`config.mk`:
```
export PLATFORM = sky130hd
export DESIGN_NAME = fifo_lvl
export DESIGN_NICKNAME = d
export VERILOG_FILES = /design/src/rtl/fifo_pkg.sv /design/src/rtl/fifo_ram.sv /design/src/rtl/fifo_lvl.sv
export SDC_FILE = /design/constraint.sdc
export NUM_CORES = 1
export LEC_CHECK = 0
export ABC_AREA = 1
export BUFFER_PORTS_ARGS = -buffer_cell sky130_fd_sc_hd__buf_2
export CORE_MARGIN = 5
export CORE_UTILIZATION = 52
export CTS_CLUSTER_SIZE = 20
export DETAILED_ROUTE_END_ITERATION = 12
export HOLD_SLACK_MARGIN = 0.1
export PLACE_DENSITY = 0.72
export RECOVER_POWER = 25
export SLEW_MARGIN = 0
export SYNTH_ARGS = -nofsm -noshare
export SYNTH_HDL_FRONTEND = slang
export SYNTH_SLANG_ARGS = --single-unit
```
`constraint.sdc`:
```
create_clock -name clk -period 1.96 [get_ports clk]
set_input_delay 0.196 -clock clk [delete_from_list [all_inputs] [get_ports clk]]
set_output_delay 0.196 -clock clk [all_outputs]
set_load 0.01 [all_outputs]
```
`src/rtl/fifo_pkg.sv`:
```
// Shared constants and helpers for the level-tracking FIFO.
// Holds the level-width helper, default widths and the threshold legality check.
package fifo_pkg;

  localparam int unsigned DATA_W_DEF = 8;
  localparam int unsigned ADDR_W_DEF = 4;

  // The level counter needs one extra bit to represent a completely full array.
  function automatic int unsigned lvl_w(input int unsigned addr_w);
    return addr_w + 1;
  endfunction

  function automatic bit thresholds_legal(input int unsigned addr_w, input int ae_lvl,
                                          input int af_lvl);
    return (ae_lvl >= 0) && (ae_lvl < af_lvl) && (af_lvl <= (2 ** addr_w));
  endfunction

endpackage

```
`src/rtl/fifo_ram.sv`:
```
// FIFO storage array: synchronous write, asynchronous read, contents never reset.
module fifo_ram #(
  parameter int unsigned DATA_W = 8,
  parameter int unsigned ADDR_W = 4
) (
  input  logic              clk_i,
  input  logic              we_i,
  input  logic [ADDR_W-1:0] waddr_i,
  input  logic [DATA_W-1:0] wdata_i,
  input  logic [ADDR_W-1:0] raddr_i,
  output logic [DATA_W-1:0] rdata_o
);

  logic [DATA_W-1:0] mem_q [2**ADDR_W];

  always_ff @(posedge clk_i) begin
    if (we_i) begin
      mem_q[waddr_i] <= wdata_i;
    end
  end

  assign rdata_o = mem_q[raddr_i];

endmodule

```
`src/rtl/fifo_lvl.sv`:
```
// Synchronous first-word-fall-through FIFO with occupancy level and almost-full/empty flags.
// Define FIFO_ERR_FLAGS_EN to build the sticky overflow/underflow flags and clr_err.
module fifo_lvl
  import fifo_pkg::*;
#(
  parameter int unsigned DATA_W = DATA_W_DEF,
  parameter int unsigned ADDR_W = ADDR_W_DEF,
  parameter int          AF_LVL = 2 ** ADDR_W - 2,
  parameter int          AE_LVL = 2
) (
  input  logic              clk,
  input  logic              reset_n,
  input  logic              wr,
  input  logic              rd,
  input  logic [DATA_W-1:0] w_data,
  output logic [DATA_W-1:0] r_data,
  output logic              empty,
  output logic              full,
  output logic              almost_empty,
  output logic              almost_full,
  output logic [ADDR_W:0]   level,
  output logic              overflow,
  output logic              underflow,
  input  logic              clr_err
);

  localparam int unsigned LW = lvl_w(ADDR_W);
  localparam logic [LW-1:0] Depth = LW'(2 ** ADDR_W);
  localparam logic [LW-1:0] AfL   = LW'(AF_LVL);
  localparam logic [LW-1:0] AeL   = LW'(AE_LVL);

  if (!thresholds_legal(ADDR_W, AE_LVL, AF_LVL)) begin : g_bad_thresholds
    $error("fifo_lvl: need 0 <= AE_LVL < AF_LVL <= 2**ADDR_W");
  end

  logic              wr_acc, rd_acc;
  logic [ADDR_W-1:0] w_ptr_q, w_ptr_d;
  logic [ADDR_W-1:0] r_ptr_q, r_ptr_d;
  logic [LW-1:0]     level_q, level_d;
  logic              empty_q, empty_d;
  logic              full_q, full_d;
  logic              ae_q, ae_d;
  logic              af_q, af_d;

  always_comb begin
    // A write into a full FIFO is fine when a read frees the head slot this cycle.
    wr_acc  = wr & (~full_q | rd);
    rd_acc  = rd & ~empty_q;
    w_ptr_d = wr_acc ? w_ptr_q + 1'b1 : w_ptr_q;
    r_ptr_d = rd_acc ? r_ptr_q + 1'b1 : r_ptr_q;
    level_d = level_q;
    case ({wr_acc, rd_acc})
      2'b10:   level_d = level_q + 1'b1;
      2'b01:   level_d = level_q - 1'b1;
      default: level_d = level_q;
    endcase
    empty_d = (level_d == '0);
    full_d  = (level_d == Depth);
    ae_d    = (level_d <= AeL);
    af_d    = (level_d >= AfL);
  end

  always_ff @(posedge clk or negedge reset_n) begin
    if (!reset_n) begin
      w_ptr_q <= '0;
      r_ptr_q <= '0;
      level_q <= '0;
      empty_q <= 1'b1;
      full_q  <= 1'b0;
      ae_q    <= 1'b1;
      af_q    <= (AF_LVL == 0);
    end else begin
      w_ptr_q <= w_ptr_d;
      r_ptr_q <= r_ptr_d;
      level_q <= level_d;
      empty_q <= empty_d;
      full_q  <= full_d;
      ae_q    <= ae_d;
      af_q    <= af_d;
    end
  end

  fifo_ram #(
    .DATA_W (DATA_W),
    .ADDR_W (ADDR_W)
  ) u_ram (
    .clk_i   (clk),
    .we_i    (wr_acc),
    .waddr_i (w_ptr_q),
    .wdata_i (w_data),
    .raddr_i (r_ptr_q),
    .rdata_o (r_data)
  );

  assign level        = level_q;
  assign empty        = empty_q;
  assign full         = full_q;
  assign almost_empty = ae_q;
  assign almost_full  = af_q;

`ifdef FIFO_ERR_FLAGS_EN
  logic ovf_q, ovf_d;
  logic unf_q, unf_d;

  // A new error in the same cycle as clr_err wins, so nothing is silently lost.
  always_comb begin
    ovf_d = (ovf_q & ~clr_err) | (wr & ~wr_acc);
    unf_d = (unf_q & ~clr_err) | (rd & empty_q);
  end

  always_ff @(posedge clk or negedge reset_n) begin
    if (!reset_n) begin
      ovf_q <= 1'b0;
      unf_q <= 1'b0;
    end else begin
      ovf_q <= ovf_d;
      unf_q <= unf_d;
    end
  end

  assign overflow  = ovf_q;
  assign underflow = unf_q;
`else
  logic unused_clr_err;
  assign unused_clr_err = clr_err;
  assign overflow       = 1'b0;
  assign underflow      = 1'b0;
`endif

endmodule

```
==> out/metrics.yaml <==
num_vias: 4016
ir_drop_uv: 1200
clock_latency_ns: 0.42
violations: "setup timing"
maxCapViolCount: 0
synthDistinctLibCells: 31
grt_pass1_vias: 3982
multi_input_area_um2: 1740
chipHeight_um: 119
startpoint_type: "register"
cp.required_ns: 1.76
endpoint_kind: "output pin"
worst_slew_pin_slew_ns: 0.708
syn_area_um2: 6130
grt_use_total: 0.193
clock-sinks: 145
path_class: "register to output pin"
via_per_inst: 5.63
drt-initial-drc-count: 470
overflow: 0
antenna_found_initial: 0
die-area_um2: 14100
ys_ff_latch: 145
final-setup-viol-count: 8
io_pins: 32
ys_warn_count: 0
post-synth-top-area-cell: "edfxtp_1"
crit_buf_inv: 3
initial_core_util: 0.535
yosys.area_share.adder: 0.0163
seq_area_frac_synth: 0.696
muxShareOfSynthArea: 0.0149
fin_cells: 713
grt_pass1_wl_mm: 21.0
rsz0062_at_grt: "yes"
synth_compound_area_frac: 0.105
routedWlPerCell_um: 18.9
fin_crit_ns: 2.14
path_common_cell: "nor2_1"
cts_root_buf: "clkbuf_16"
drc: 0
path_max_fanout: 9
synth_simple_gate_area_frac: 0.114
io_buffers: 28
yosysTopAreaCellShare: 0.627
syn_area_per_cell_um2: 12.5
max_freq_mhz: 468
diodes: 0
cts.reportedPaths.clkPinSlew_ns: 0.06
cp_cell_sequence: "inv_8, buf_12, nor2_1, nor2_1, o21ai_1, o211ai_1, nand3_1, nand2_1, buf_2"
dieWidth_um: 119
final-hold-violation-count: 0
relSlewSlack: 0.528
synth_cells: 489
setup_ws_ns: -0.177
routed_wirelength_mm: 13.5
core_um2: 11500
leakage_nw: 2.75
hold_class: "primary input to register"
drive_above_1_share: 0.275
cts_buffer_depth: 2
dpl.hpwl_mm: 7.93
synth_top_family_by_area: "simple AND/OR/NAND/NOR gates"
placed_cells: 663
cts_made_buffers: 17
synth_area_leaders: "edfxtp_1, dfrtp_1, nor2_1"
cp_data_arrival_time_ns: 1.94
row_count: 39
first_pass_iters: 6
area.growth.synth_to_final_pct: 22.2
cts_tree: "built"
drv_slew: 0
post_dp_cell_area_um2: 6560
final_antenna_net_count: 0
gp_congestion: 0.821
final_cell_area_um2: 7490
critPathTopFamily: "flip-flops"
clock-skew-final_ns: 0.00821
fin_crit_sh: 1.09
layout.nets: 578
preCtsSetupSlack_ns: -0.0159
layout.area.seq_um2: 4270
synth_xor_area_frac: 0.0114
slowest_delay_ns: 0.48
status: "finished with violations"
power.density_nw_per_um2: 1610
cts-htree-levels: 4
n_fill_cell: 791
slowest_stage: "dfrtp_2"
grt_start_max_net_pins: 47
==> metal layers <==
metal / GRT usage / vias to the layer above / routed length (µm)
met2: 0.302 / 148 / 6680
met1: 0.258 / 1951 / 5560
met5: 0 / - / 0
li1: - / 1885 / -
met4: 0.0751 / 0 / 360
met3: 0.0544 / 32 / 918
==> logic make-up (layout without fill, tap and decap cells) <==
family | count (synthesis) | in the layout
xor+xnor | 8 | 8
other cells | 1 | 2
flops | 145 | 145
compound gates | 101 | 101
mux | 9 | 9
simple gates | 169 | 169
fa+ha+maj | 8 | 8
buf+inv | 48 | 128
==> final timing paths <==
check	startpoint	endpoint	slack [ns]	depth (start not counted)
setup / recovery	r_ptr_q[0]$_DFFE_PN0P_	r_data[7]	-0.18	9
hold / removal	w_data[2]	u_ram.mem_q[10][2]$_DFFE_PP_	0.19	1
setup reg to reg	empty$_DFF_PN1_	empty$_DFF_PN1_	0.05	8
hold reg to reg	w_ptr_q[3]$_DFFE_PN0P_	w_ptr_q[3]$_DFFE_PN0P_	0.62	2
max in group asynchronous	reset_n	almost_empty$_DFF_PN1_	1.41	2
min in group asynchronous	reset_n	r_ptr_q[3]$_DFFE_PN0P_	0.23	2
==> area by class of cell <==
type | instances | area share
inverter | 22 | 0.0120
timing repair buffer | 74 | 0.0815
sequential | 145 | 0.570
clock inverter | 14 | 0.0225
multi-input combinational | 297 | 0.233
clock buffer | 18 | 0.0573
tap | 143 | 0.0239
==> sequential cells by signal, indices dropped and copies added (netlist names) <==
name and flops:
almost_empty 1, almost_full 1, empty 1, full 1, level 5, r_ptr_q 4
u_ram.mem_q 128, w_ptr_q 4
==> power by group <==
part	switching, mW	internal, mW
Sequential	0.268	3.82
Clock	1.34	1.92
Combinational	2.82	1.89
Total	4.43	7.62
==> worst register-to-register path: cells and delay by family (launching register included) <==
family / cells / cell delay (ns)
XOR/XNOR: 1 / 0.21
adder cells (fa/ha/maj): 1 / 0.40
buffers and inverters: 3 / 0.31
flip-flops: 1 / 0.55
AND/OR/NAND/NOR: 3 / 0.35
==> stage by stage <==
| stage | power, mW | TNS, ns | hold WS, ns | util |
|---|---|---|---|---|
| after floorplan | 6.77 | 0 | -0.0996 | - |
| final | 12.0 | -1.24 | 0.192 | 0.654 |
| after detailed placement | 8.03 | -0.0267 | 0.145 | 0.572 |
| after global routing | 12.7 | -2.04 | 0.186 | 0.654 |
| after global placement | 7.90 | 0 | 0.134 | 0.572 |
| after CTS | 11.5 | -1.08 | 0.148 | 0.634 |
==> cells in the final DEF, fill, tap and decap left out, types with 3 or more instances in the layout <==
cell / netlist / layout
inv_6: 0 / 5
o21ai_2: 8 / 9
o221ai_1: 8 / 8
ha_1: 8 / 5
o211ai_1: 22 / 22
nor2_4: 1 / 4
nand2_2: 2 / 7
nor2_1: 94 / 84
nand2_1: 44 / 38
mux2i_1: 8 / 6
clkbuf_16: 0 / 19
o21ai_0: 60 / 46
inv_1: 19 / 16
buf_6: 5 / 6
buf_4: 6 / 32
dfrtp_1: 15 / 13
nand4_1: 3 / 3
inv_8: 0 / 4
edfxtp_1: 128 / 128
inv_2: 1 / 4
o21ai_1: 0 / 13
nor2_2: 8 / 15
xor2_1: 8 / 8
nand3_1: 14 / 12
clkinvlp_4: 0 / 3
clkbuf_1: 10 / 7
buf_12: 0 / 5
buf_2: 5 / 21
==> cell usage after synthesis <==
master    instances
buf_2             5
mux2i_1           8
edfxtp_1        128
clkbuf_1         10
ha_1              8
nor2_2            8
inv_2             1
nor3_1            2
nor2_1           94
o211ai_1         22
nand2_2           2
inv_1            19
conb_1            1
o21ai_4           1
dfrtp_1          15
nand4_1           3
nor2_4            1
o211ai_2          2
o221ai_1          8
clkinv_1          1
buf_4             6
nand2_1          44
nand3_1          14
buf_6             5
inv_4             1
o21ai_0          60
nand3_2           1
xor2_1            8
o21ai_2           8
mux2_2            1
dfstp_2           2
==> repair_timing <==
item | 4_1_cts | 5_1_grt
hold buffers | 1 | 0
endpoints found under the hold margin | 17 | 0
pin swaps | 1 | 17
cloned | 0 | 2
resized for setup | 18 | 44
buffers inserted | 8 | 8
endpoints found under the setup margin | 10 | 12
No activity file was read; power rests on OpenSTA's default activity.
